`src/rtl/xcorr_peak_finder.sv`:
```
// Sequential peak search over one captured correlation vector, one lag per clock.
// Define XCORR_PEAK_ABS_EN to rank lags by saturated magnitude instead of signed value.
module xcorr_peak_finder #(
  parameter int N_LAGS = 7,
  parameter int WIDTH  = 32,
  parameter int CENTER = 3
) (
  input  logic                        clk,
  input  logic                        reset_n,
  input  logic                        in_valid,
  output logic                        in_ready,
  input  logic signed [WIDTH-1:0]     corr [N_LAGS],
  output logic                        out_valid,
  input  logic                        out_ready,
  output logic [$clog2(N_LAGS)-1:0]   peak_idx,
  output logic signed [WIDTH-1:0]     peak_val,
  output logic signed [3:0]           lag,
  output logic                        peak_unique
);

  localparam int IW = $clog2(N_LAGS);
  localparam logic [IW-1:0] LAST = IW'(N_LAGS - 1);
  localparam logic signed [3:0] CTR = 4'(CENTER);

  localparam logic [1:0] IDLE = 2'd0;
  localparam logic [1:0] SCAN = 2'd1;
  localparam logic [1:0] HOLD = 2'd2;

  logic [1:0]              state;
  logic signed [WIDTH-1:0] vec [N_LAGS];
  logic signed [WIDTH-1:0] best_val;
  logic [IW-1:0]           best_idx;
  logic                    tie;
  logic [IW-1:0]           i;

  logic signed [WIDTH-1:0] cand;
  logic signed [WIDTH-1:0] nval;
  logic [IW-1:0]           nidx;
  logic                    ntie;

  function automatic logic signed [WIDTH-1:0] key(
    input logic signed [WIDTH-1:0] x
  );
`ifdef XCORR_PEAK_ABS_EN
    // |most-negative| does not fit, so it saturates to the largest positive
    if (x == {1'b1, {(WIDTH-1){1'b0}}})
      return {1'b0, {(WIDTH-1){1'b1}}};
    else if (x < 0)
      return -x;
    else
      return x;
`else
    return x;
`endif
  endfunction

  assign in_ready  = reset_n && (state == IDLE);
  assign out_valid = (state == HOLD);

  always_comb begin
    cand = vec[i];
    nval = best_val;
    nidx = best_idx;
    ntie = tie;
    if (key(cand) > key(best_val)) begin
      nval = cand;
      nidx = i;
      ntie = 1'b0;
    end else if (key(cand) == key(best_val)) begin
      ntie = 1'b1;
    end
  end

  always_ff @(posedge clk) begin
    if (!reset_n) begin
      state       <= IDLE;
      peak_idx    <= '0;
      peak_val    <= '0;
      lag         <= '0;
      peak_unique <= 1'b0;
    end else begin
      unique case (state)
        IDLE: begin
          if (in_valid) begin
            vec      <= corr;
            best_val <= corr[0];
            best_idx <= '0;
            tie      <= 1'b0;
            i        <= IW'(1);
            state    <= SCAN;
          end
        end
        SCAN: begin
          best_val <= nval;
          best_idx <= nidx;
          tie      <= ntie;
          i        <= i + 1'b1;
          if (i == LAST) begin
            peak_idx    <= nidx;
            peak_val    <= nval;
            lag         <= 4'(nidx) - CTR;
            peak_unique <= ~ntie;
            state       <= HOLD;
          end
        end
        HOLD: begin
          if (out_ready)
            state <= IDLE;
        end
        default: state <= IDLE;
      endcase
    end
  end

endmodule

```
`config.mk`:
```
export PLATFORM = sky130hd
export DESIGN_NAME = xcorr_peak_finder
export DESIGN_NICKNAME = d
export VERILOG_FILES = /design/src/rtl/xcorr_peak_finder.sv
export SDC_FILE = /design/constraint.sdc
export NUM_CORES = 1
export LEC_CHECK = 0
export CORE_UTILIZATION = 55
export DETAILED_ROUTE_END_ITERATION = 8
export PLACE_DENSITY_LB_ADDON = 0.2
export SETUP_SLACK_MARGIN = 0.5
export SYNTH_ARGS = -nofsm -noshare
export SYNTH_HDL_FRONTEND = slang
export SYNTH_SLANG_ARGS = --single-unit
```
`constraint.sdc`:
```
create_clock -name clk -period 18.9 [get_ports clk]
set_input_delay 3.78 -clock clk [delete_from_list [all_inputs] [get_ports clk]]
set_output_delay 3.78 -clock clk [all_outputs]
set_load 0.03 [all_outputs]
```
==> summary.txt, run 1 <==
Detailed routing
  – Routed vias/inst: 5.49
  – Detailed Route WL: 27500 um
  – Remaining antenna violation count after routing: 0
  – Residual DRC: 0
  – 1st-iter DRT viols: 411
  – WL per Instance: 19.0 um
  – Total vias in the final route: 7969
  – First-pass DRT Iterations: 5

Worst hold path
  – Hold depth: 2
  – Type of the worst min-delay path: reg -> reg

Synthesis
  – Synth area leaders: edfxtp_1 62%, dfxtp_1 6.6%, mux4_2 5.7%
  – Area leader, netlist: edfxtp_1
  – Post-synth EDFFs: 263
  – Synth Net Count: 1145
  – Async S/R FF share, synth: 0
  – Mean post-synth cell area: 14.4 um2
  – Seq/Total Area, Yosys: 0.687
  – Synth top area share: 0.621
  – Yosys warning total: 0
  – Synthesized area: 12700 um2
  – Post-Syn Instances: 883
  – Flops & latches, synth: 305
  – Count of different cell masters after synthesis: 46
  – Most used DFF post-synth: edfxtp_1

GRT
  – Total congestion overflow: 0
  – First-pass GRT wire length: 42800 um
  – Largest net degree at the start of global routing: 81
  – Vias in the first global route: 8259
  – Initial antenna violation count: 0
  – GRT Util Overall: 0.234

Clock network
  – CTS clk-pin slew, worst paths: 0.06 ns
  – CTS tree: built
  – Clk root buf: clkbuf_16
  – Clock latency on the worst-skew pair: 0.55 ns
  – Resize count post-CTS: 0
  – Setup Fix Bufs, Post-CTS: 0
  – # hold bufs at CTS: 0
  – Htree depth: 1
  – Maximum clock path buffer count: 3
  – TritonCTS Buffers: 31
  – CTS sink count: 305

Worst setup path
  – R2r worst-path depth: 14
  – Worst-path fanout max: 42
  – Worst Path Arrival: 5.44 ns
  – Setup CP Type: in -> out
  – Critical Path RT: 15.12 ns
  – Crit start category: input port
  – Crit end category: output pin

Pwr
  – Switching Fraction: 0.228
  – Peak VDD IR: 0.0810 mV
  – Leakage Power: 6.03 nW
  – PD cells: 93.4 nW/um2
  – Pint: 1.19 mW
  – Sw power: 353 uW
  – Tot Pwr: 1.55 mW
  – Comb pwr share: 0.134
  – Seq pwr share: 0.504
  – Clock network power share: 0.363

Cells and area
  – Final net count: 1404
  – Layout cells sized above 1: 0.0797
  – Area growth from synthesis to layout: 30.2%
  – # diodes: 0
  – Fin area: 16600 um2
  – Core Util, Final: 0.732
  – Fillers: 1445

Timing
  – Peak Freq: 108 MHz
  – Worst slew pin tran: 1.22 ns
  – Final Cycle Share: 0.488
  – Period minus WS final: 9.22 ns
  – Max Slew Vio Count: 0
  – Final Hold Fails: 0
  – Worst relative slew slack: 0.190
  – Worst Skew: 0.0207 ns
  – RSZ-0062 raised after global routing: no
  – Final Setup Violations: 0
  – Setup TNS: 0 ns

Placed design
  – DP Area: 15600 um2
  – Gpl congestion: 0.772
  – IO buf count: 269
  – Final HPWL DP: 18300 um

Run status
  – Status: finished, final reports clean

Flow run
  – Max cap viols: 0

Floorplanning
  – Die X: 154 um
  – Core ar.: 22600 um2
  – Starting Density: 0.562
  – Io pins: 270
  – Die ar.: 23700 um2
  – Die H: 154 um
  – Core Rows: 55
## cell usage in the layout (no fill, tap or decap), types with 9 or more instances in the layout
cell,netlist,final
a21oi_1,108,108
inv_1,35,35
clkbuf_1,38,13
mux2i_1,67,67
clkdlybuf4s50_1,0,268
o21ai_1,32,32
mux4_2,32,32
ha_1,34,34
edfxtp_1,263,263
o21ai_0,39,39
nor2_1,74,72
dfxtp_1,42,42
nand2_1,44,44
clkbuf_16,0,31
buf_4,1,9
## routing by layer
metal,GRT usage,vias to the layer above,wire [um]
met5,0,-,0
met4,0.0538,0,465
met3,0.0541,36,1880
met2,0.423,248,14300
met1,0.283,3830,10900
li1,-,3855,-
## cell type report
| class | count | area [um2] | share of cell area |
|---|---|---|---|
| Sequential cell | 305 | 8740 | 0.528 |
| Timing Repair Buffer | 278 | 2760 | 0.166 |
| Clock buffer | 46 | 852 | 0.0514 |
| Clock inverter | 12 | 82.6 | 0.00499 |
| Inverter | 35 | 131 | 0.00793 |
| Tap cell | 285 | 357 | 0.0215 |
| Multi-Input combinational cell | 491 | 3650 | 0.220 |
## power by group through the flow
| stage | Combinational, mW | Clock, mW | Sequential, mW |
|---|---|---|---|
| 2_1_floorplan | 0.127 | 0 | 0.796 |
| 3_3_place_gp | 0.205 | 0 | 0.792 |
| 3_5_place_dp | 0.208 | 0 | 0.793 |
| 4_1_cts | 0.210 | 0.572 | 0.779 |
| 5_1_grt | 0.227 | 0.601 | 0.781 |
| 6_report | 0.207 | 0.561 | 0.779 |
## path summary, 6_finish.rpt
| kind | from | to | slack (ns) |
|---|---|---|---|
| hold reg to reg | lag[0] | lag[0] | 0.48 |
| setup reg to reg | i[1] | best_val[14] | 13.43 |
| setup / recovery | reset_n | in_ready | 9.68 |
| hold / removal | lag[0] | lag[0] | 0.48 |
## worst max-delay path, cell delays in order
cell,delay [ns]
buf_2,0.09
buf_4,0.39
nand2b_1,0.21
nor2_1,0.23
clkdlybuf4s50_1,0.71
## sequential cells by signal, indices dropped and copies added (netlist names)
| register | count |
|---|---|
| vec | 224 |
| best_val | 32 |
| peak_val | 32 |
| lag | 4 |
| best_idx | 3 |
| i | 3 |
| peak_idx | 3 |
| state | 2 |
| peak_unique | 1 |
| tie | 1 |
## cell usage after synthesis (32+ instances only)
library cell / n
edfxtp_1: 263
a21oi_1: 108
mux4_2: 32
nand2_1: 44
mux2i_1: 67
o21ai_1: 32
nor2_1: 74
dfxtp_1: 42
ha_1: 34
clkbuf_1: 38
inv_1: 35
o21ai_0: 39
## through the flow
step	setup WS, ns	std cells	hold WS [ns]
2_1_floorplan	8.82	883	0.510
3_3_place_gp	9.73	1394	0.466
3_5_place_dp	9.71	1394	0.476
4_1_cts	9.69	1452	0.484
5_1_grt	9.61	1452	0.502
6_report	9.68	1452	0.479
## cells by family after synthesis
kind of cell	Yosys count	synth area share
compound gates	203	0.0867
xor+xnor	3	0.00207
fa+ha+maj	34	0.0334
buf+inv	87	0.0287
flops	305	0.687
mux	100	0.110
simple gates	151	0.0521
(Power assumes the default switching activity.)
==> inputs of run 2 (changes only) <==
- CORE_UTILIZATION: 55 -> 51
- clock period: 18.9 -> 9.5 ns (I/O delays scaled with it)
==> run 2 against run 1 <==
First-iteration DRC count is 28% higher. Sequential power is 99% higher. Die area is 7.7% higher. Highest routed layer unchanged. Critical path type is now reg -> reg. Largest power group unchanged. Via count is 1.9% higher.
==> summary.txt, run 2 (synthesized netlist as in run 1, its figures left out) <==
Cells and area
  – Max reg flops: 224 (unchanged)
  – Most frequent cells in the layout: 268 x clkdlybuf4s50_1, 263 x edfxtp_1, 108 x a21oi_1, 72 x nor2_1, 67 x mux2i_1 (unchanged)
  – Reg area: 8740 um2 (unchanged)
  – Post-route insts no fill: 1499 (was 1452)
  – Area growth from synthesis to layout: 32.4% (was 30.2%)
  – Core Util, Final: 0.691 (was 0.732)
  – Layout cells sized above 1: 0.0902 (was 0.0797)
  – Final net count: 1411 (was 1404)
  – Fillers: 1732 (was 1445)
  – # diodes: 0 (unchanged)
  – Most common cell after layout, fill and taps aside: clkdlybuf4s50_1 (unchanged)
  – Area of the multi-input gates: 3650 um2 (unchanged)
  – Largest registers: vec (224), best_val (32), peak_val (32) (unchanged)
  – Most flop-heavy register: vec (unchanged)

Timing
  – Final Cycle Share: 0.645
  – Setup TNS: 0 ns (unchanged)
  – Worst Skew: 0.0102 ns (was 0.0207 ns)
  – Worst slew pin tran: 1.24 ns (was 1.22 ns)
  – Period minus WS final: 6.13 ns
  – Worst relative slew slack: 0.171 (was 0.190)
  – Peak Freq: 163 MHz
  – RSZ-0062 raised after global routing: no (unchanged)
  – Max Slew Vio Count: 0 (unchanged)
  – Final Setup Violations: 0 (unchanged)
  – Final Hold Fails: 0 (unchanged)

Flow run
  – Max cap viols: 0 (unchanged)

Detailed routing
  – WL per Instance: 19.4 um (was 19.0 um)
  – Routed vias/inst: 5.42 (was 5.49)
  – Residual DRC: 0 (unchanged)
  – Total vias in the final route: 8119 (was 7969)
  – Remaining antenna violation count after routing: 0 (unchanged)
  – First-pass DRT Iterations: 5 (unchanged)
  – Detailed Route WL: 29100 um (was 27500 um)
  – 1st-iter DRT viols: 528 (was 411)

Clock network
  – Resize count post-CTS: 0 (unchanged)
  – Clock latency on the worst-skew pair: 0.50 ns (was 0.55 ns)
  – # hold bufs at CTS: 0 (unchanged)
  – CTS tree: built (unchanged)
  – CTS clk-pin slew, worst paths: 0.06 ns (about the same)
  – CTS sink count: 305 (unchanged)
  – Htree depth: 2 (was 1)
  – Setup Fix Bufs, Post-CTS: 0 (unchanged)
  – Maximum clock path buffer count: 3 (unchanged)
  – Clk root buf: clkbuf_16 (unchanged)
  – TritonCTS Buffers: 34 (was 31)

Floorplanning
  – Core ar.: 24400 um2 (was 22600 um2)
  – Core Rows: 57 (was 55)
  – Io pins: 270 (unchanged)
  – Die H: 160 um (was 154 um)
  – Die X: 160 um (was 154 um)
  – Die ar.: 25600 um2 (was 23700 um2)
  – Starting Density: 0.522 (was 0.562)

Worst hold path
  – Worst Hold Endpoint: lag[0] (unchanged)
  – Hold_sp: lag[0] (unchanged)
  – Type of the worst min-delay path: reg -> reg (unchanged)
  – Hold depth: 2 (unchanged)

GRT
  – Largest net degree at the start of global routing: 73 (was 81)
  – Initial antenna violation count: 0 (unchanged)
  – GRT Util Overall: 0.231 (was 0.234)
  – First-pass GRT wire length: 45600 um (was 42800 um)
  – Total congestion overflow: 0 (unchanged)
  – Vias in the first global route: 8431 (was 8259)

Pwr
  – Clock network power share: 0.404 (was 0.363)
  – Pint: 2.56 mW (was 1.19 mW)
  – Peak VDD IR: 0.161 mV (was 0.0810 mV)
  – Switching Fraction: 0.226 (was 0.228)
  – Leakage Power: 6.15 nW (was 6.03 nW)
  – Comb pwr share: 0.127 (was 0.134)
  – PD cells: 196 nW/um2 (was 93.4 nW/um2)
  – Sw power: 748 uW (was 353 uW)
  – Seq pwr share: 0.468 (was 0.504)

Placed design
  – IO buf count: 269 (unchanged)
  – Final HPWL DP: 19000 um (was 18300 um)
  – Gpl congestion: 0.796 (was 0.772)
  – Post-Place Cells: 1437 (was 1394)

Worst setup path
  – Setup CP Type: reg -> reg (was in -> out)
  – Worst Path Arrival: 6.35 ns (was 5.44 ns)
  – Crit end category: flip-flop (was output pin)
  – Crit start category: flip-flop (was input port)
  – Reg-to-reg slack, setup: 3.37 ns (was 13.43 ns)
  – R2r worst-path depth: 14 (unchanged)
  – Worst-path fanout max: 49 (was 42)
  – Critical R2R Capture: best_val[24] (was best_val[14])
  – Critical Path RT: 9.72 ns (was 15.12 ns)
  – R2R Path Start: i[0] (was i[1])

Run status
  – Status: finished, final reports clean (unchanged)
run 2: final cells by class:
type	instances	area share
multi-input combinational	491	0.216
timing repair buffer	282	0.165
clock buffer	46	0.0575
sequential	305	0.518
inverter	35	0.00780
clock inverter	16	0.0105
tap	324	0.0241
run 2: through the flow:
stage          area (um2)  total power, mW  worst slack [ns]  hold WS [ns]
4_1_cts             16900             3.33              3.27         0.487
6_report            16900             3.31              3.37         0.483
5_1_grt             16900             3.43              2.80         0.515
3_5_place_dp        15700             2.00              3.28         0.479
2_1_floorplan       12700             1.84              1.30         0.510
3_3_place_gp        15700             1.99              3.45         0.468
run 2: how the worst max path moves through the flow:
stage | slack (ns) | start | depth (start not counted) | to
after floorplan | 1.30 | reset_n | 3 | vec[0]
after global placement | 3.45 | i[0] | 14 | best_val[21]
after detailed placement | 3.28 | i[0] | 14 | best_val[18]
after CTS | 3.27 | i[0] | 14 | best_val[24]
after global routing | 2.80 | i[0] | 14 | best_val[28]
final | 3.37 | i[0] | 14 | best_val[24]
run 2: per-layer routing:
layer  part of all wire  routed length (um)  vias up  GRT usage
met5                  0                   0        -          0
met4              0.029                 845        0     0.0844
met3              0.066                1930       59     0.0517
met2               0.50               14600      259      0.391
met1               0.40               11700     3941      0.293
li1                   -                   -     3860          -
run 2: power by group through the flow:
stage / Clock [mW] / Sequential [mW] / Combinational, mW
global placement: 0 / 1.57 / 0.416
global route: 1.41 / 1.55 / 0.462
CTS: 1.36 / 1.55 / 0.426
detailed placement: 0 / 1.58 / 0.423
floorplan: 0 / 1.58 / 0.253
finish: 1.34 / 1.55 / 0.421
run 2: worst max-delay path, cell delays in order (launching register included):
cell,delay [ns]
edfxtp_1,0.34
buf_4,0.65
inv_1,0.23
nor2_4,0.90
a21oi_1,0.16
a21oi_1,0.31
ha_1,0.22
nand4_1,0.18
nor3_1,0.36
a21boi_0,0.32
o41ai_2,0.17
a211oi_4,1.04
buf_4,0.54
mux2i_1,0.30
o21ai_1,0.09
==> inputs of run 3 (changes only) <==
- clock period: 9.5 -> 6 ns (I/O delays scaled with it)
==> run 3 against run 2 <==
Non-clock buffer count stayed put. Worst hold slack lost 0.0081 ns. Clock power up 61%. Final cell count unchanged. Cell area grew 0.33%. Global-route usage shrank 0.35 points. Sequential power increased by 58%. Clock skew is 0.0054 ns higher. Combinational power grew 59%. Sequential share of layout area fell by 0.17 points. Flip-flop and latch count unchanged. Critical path type unchanged. Largest power group unchanged.
==> summary.txt, run 3 (synthesized netlist as in run 1, its figures left out) <==
Timing
  – Worst relative slew slack: 0.290 (was 0.171)
  – Final Hold Fails: 0 (unchanged)
  – RSZ-0062 raised after global routing: no (unchanged)
  – Worst slew pin tran: 1.06 ns (was 1.24 ns)
  – Final Cycle Share: 0.752 (was 0.645)
  – Period minus WS final: 4.51 ns (was 6.13 ns)
  – Setup TNS: 0 ns (unchanged)
  – Worst Skew: 0.0156 ns (was 0.0102 ns)
  – Final Setup Violations: 0 (unchanged)
  – Max Slew Vio Count: 0 (unchanged)
  – Peak Freq: 222 MHz (was 163 MHz)

GRT
  – GRT Util Overall: 0.228 (was 0.231)
  – Vias in the first global route: 8609 (was 8431)
  – First-pass GRT wire length: 45100 um (was 45600 um)
  – Initial antenna violation count: 1 (was 0)
  – Total congestion overflow: 0 (unchanged)
  – Largest net degree at the start of global routing: 108 (was 73)

Cells and area
  – Fin area: 16900 um2 (about the same)
  – Largest registers: vec (224), best_val (32), peak_val (32) (unchanged)
  – # diodes: 0 (unchanged)
  – Most common cell after layout, fill and taps aside: clkdlybuf4s50_1 (unchanged)
  – Most frequent cells in the layout: 268 x clkdlybuf4s50_1, 263 x edfxtp_1, 108 x a21oi_1, 72 x nor2_1, 67 x mux2i_1 (unchanged)
  – Final net count: 1411 (unchanged)
  – Layout cells sized above 1: 0.0894 (was 0.0902)
  – Max reg flops: 224 (unchanged)
  – Fillers: 1776 (was 1732)
  – Area growth from synthesis to layout: 32.9% (was 32.4%)
  – Most flop-heavy register: vec (unchanged)

Worst setup path
  – CP max stage cell: mux4_2 (was a211oi_4)
  – Delay of the slowest critical-path stage: 0.58 ns (was 1.04 ns)
  – Crit start category: flip-flop (unchanged)
  – Setup CP Type: reg -> reg (unchanged)
  – Critical Path, Cell by Cell: buf_4 -> mux4_2 -> nor2_1 -> a21oi_1 -> ha_1 -> nand4_2 -> nor4_2 -> and4_1 -> o41ai_2 -> a211oi_4 -> buf_4 -> mux2_2 -> o21ai_1 (was buf_4 -> inv_1 -> nor2_4 -> a21oi_1 -> a21oi_1 -> ha_1 -> nand4_1 -> nor3_1 -> a21boi_0 -> o41ai_2 -> a211oi_4 -> buf_4 -> mux2i_1 -> o21ai_1)
  – Critical Path RT: 6.34 ns (was 9.72 ns)
  – Crit end category: flip-flop (unchanged)
  – CP most frequent cell: buf_4
  – Worst Path Arrival: 4.85 ns (was 6.35 ns)
  – Worst-path fanout max: 32 (was 49)

Clock network
  – Clock latency on the worst-skew pair: 0.51 ns (was 0.50 ns)
  – CTS tree: built (unchanged)
  – Resize count post-CTS: 0 (unchanged)
  – TritonCTS Buffers: 34 (unchanged)
  – Maximum clock path buffer count: 3 (unchanged)
  – Htree depth: 2 (unchanged)
  – CTS clk-pin slew, worst paths: 0.06 ns (about the same)
  – Clk root buf: clkbuf_16 (unchanged)
  – Setup Fix Bufs, Post-CTS: 0 (unchanged)
  – CTS sink count: 305 (unchanged)
  – # hold bufs at CTS: 0 (unchanged)

Floorplanning
  – Die H: 160 um (unchanged)
  – Io pins: 270 (unchanged)
  – Starting Density: 0.522 (unchanged)
  – Die ar.: 25600 um2 (unchanged)
  – Core ar.: 24400 um2 (unchanged)
  – Die X: 160 um (unchanged)
  – Core Rows: 57 (unchanged)

Detailed routing
  – First-pass DRT Iterations: 5 (unchanged)
  – Residual DRC: 0 (unchanged)
  – Total vias in the final route: 8118 (was 8119)
  – Remaining antenna violation count after routing: 0 (unchanged)
  – Detailed Route WL: 28800 um (was 29100 um)
  – Routed vias/inst: 5.42 (about the same)
  – WL per Instance: 19.2 um (was 19.4 um)
  – 1st-iter DRT viols: 541 (was 528)

Worst hold path
  – Type of the worst min-delay path: reg -> reg (unchanged)

Placed design
  – IO buf count: 269 (unchanged)
  – Gpl congestion: 0.765 (was 0.796)
  – DP Area: 15700 um2 (about the same)
  – Final HPWL DP: 18800 um (was 19000 um)

Flow run
  – Max cap viols: 0 (unchanged)

Pwr
  – Leakage Power: 6.17 nW (was 6.15 nW)
  – Peak VDD IR: 0.230 mV (was 0.161 mV)
  – PD cells: 312 nW/um2 (was 196 nW/um2)

Run status
  – Status: finished, final reports clean (unchanged)
[run 3: routing by layer]
| layer | part of all wire | vias to the layer above | GRT usage |
|---|---|---|---|
| met5 | 0.00042 | - | 0 |
| met1 | 0.40 | 3921 | 0.280 |
| met2 | 0.50 | 278 | 0.395 |
| li1 | - | 3864 | - |
| met3 | 0.071 | 53 | 0.0577 |
| met4 | 0.024 | 2 | 0.0710 |
[run 3: where the power goes]
part           leakage, nW  switching (mW)  internal [mW]
registers             2.79          0.0313           2.42
logic                 2.81           0.341          0.329
clock network        0.574           0.794           1.36
total                 6.17            1.17           4.11
[run 3: area by class of cell]
type,instances,area [um2],area share
well taps,324,405,0.0240
multi-input cells,491,3650,0.216
clock buffers,50,995,0.0588
clock inverters,12,181,0.0107
repair buffers,282,2810,0.166
inverters,35,131,0.00777
flip-flops and latches,305,8740,0.517
[run 3: worst paths after layout]
kind          start          end  slack (ns)  cells after the start
max reg2reg    i[0]  best_val[0]        1.49                     13
min reg2reg  lag[0]       lag[0]        0.48                      2
min          lag[0]       lag[0]        0.48                      2
max            i[0]  best_val[0]        1.49                     13
[run 3: critical path, delay by kind of cell, from the launching register on]
family	cells	cell delay, ns
AO/OA/AOI/OAI	4	0.61
adder cells (fa/ha/maj)	1	0.43
buffers and inverters	2	0.93
flip-flops	1	0.36
multiplexers	2	0.99
AND/OR/NAND/NOR	4	0.98
[run 3: through the flow]
| stage | utilization | power, mW | instances | worst slack (ns) | hold slack, ns |
|---|---|---|---|---|---|
| final | 0.693 | 5.28 | 1499 | 1.49 | 0.475 |
| after global routing | 0.693 | 5.47 | 1499 | 1.17 | 0.515 |
| after CTS | 0.693 | 5.33 | 1499 | 1.44 | 0.478 |
| after detailed placement | 0.645 | 3.16 | 1437 | 1.46 | 0.466 |
| after global placement | 0.645 | 3.15 | 1437 | 1.51 | 0.469 |
| after floorplan | - | 2.90 | 883 | 0.967 | 0.510 |
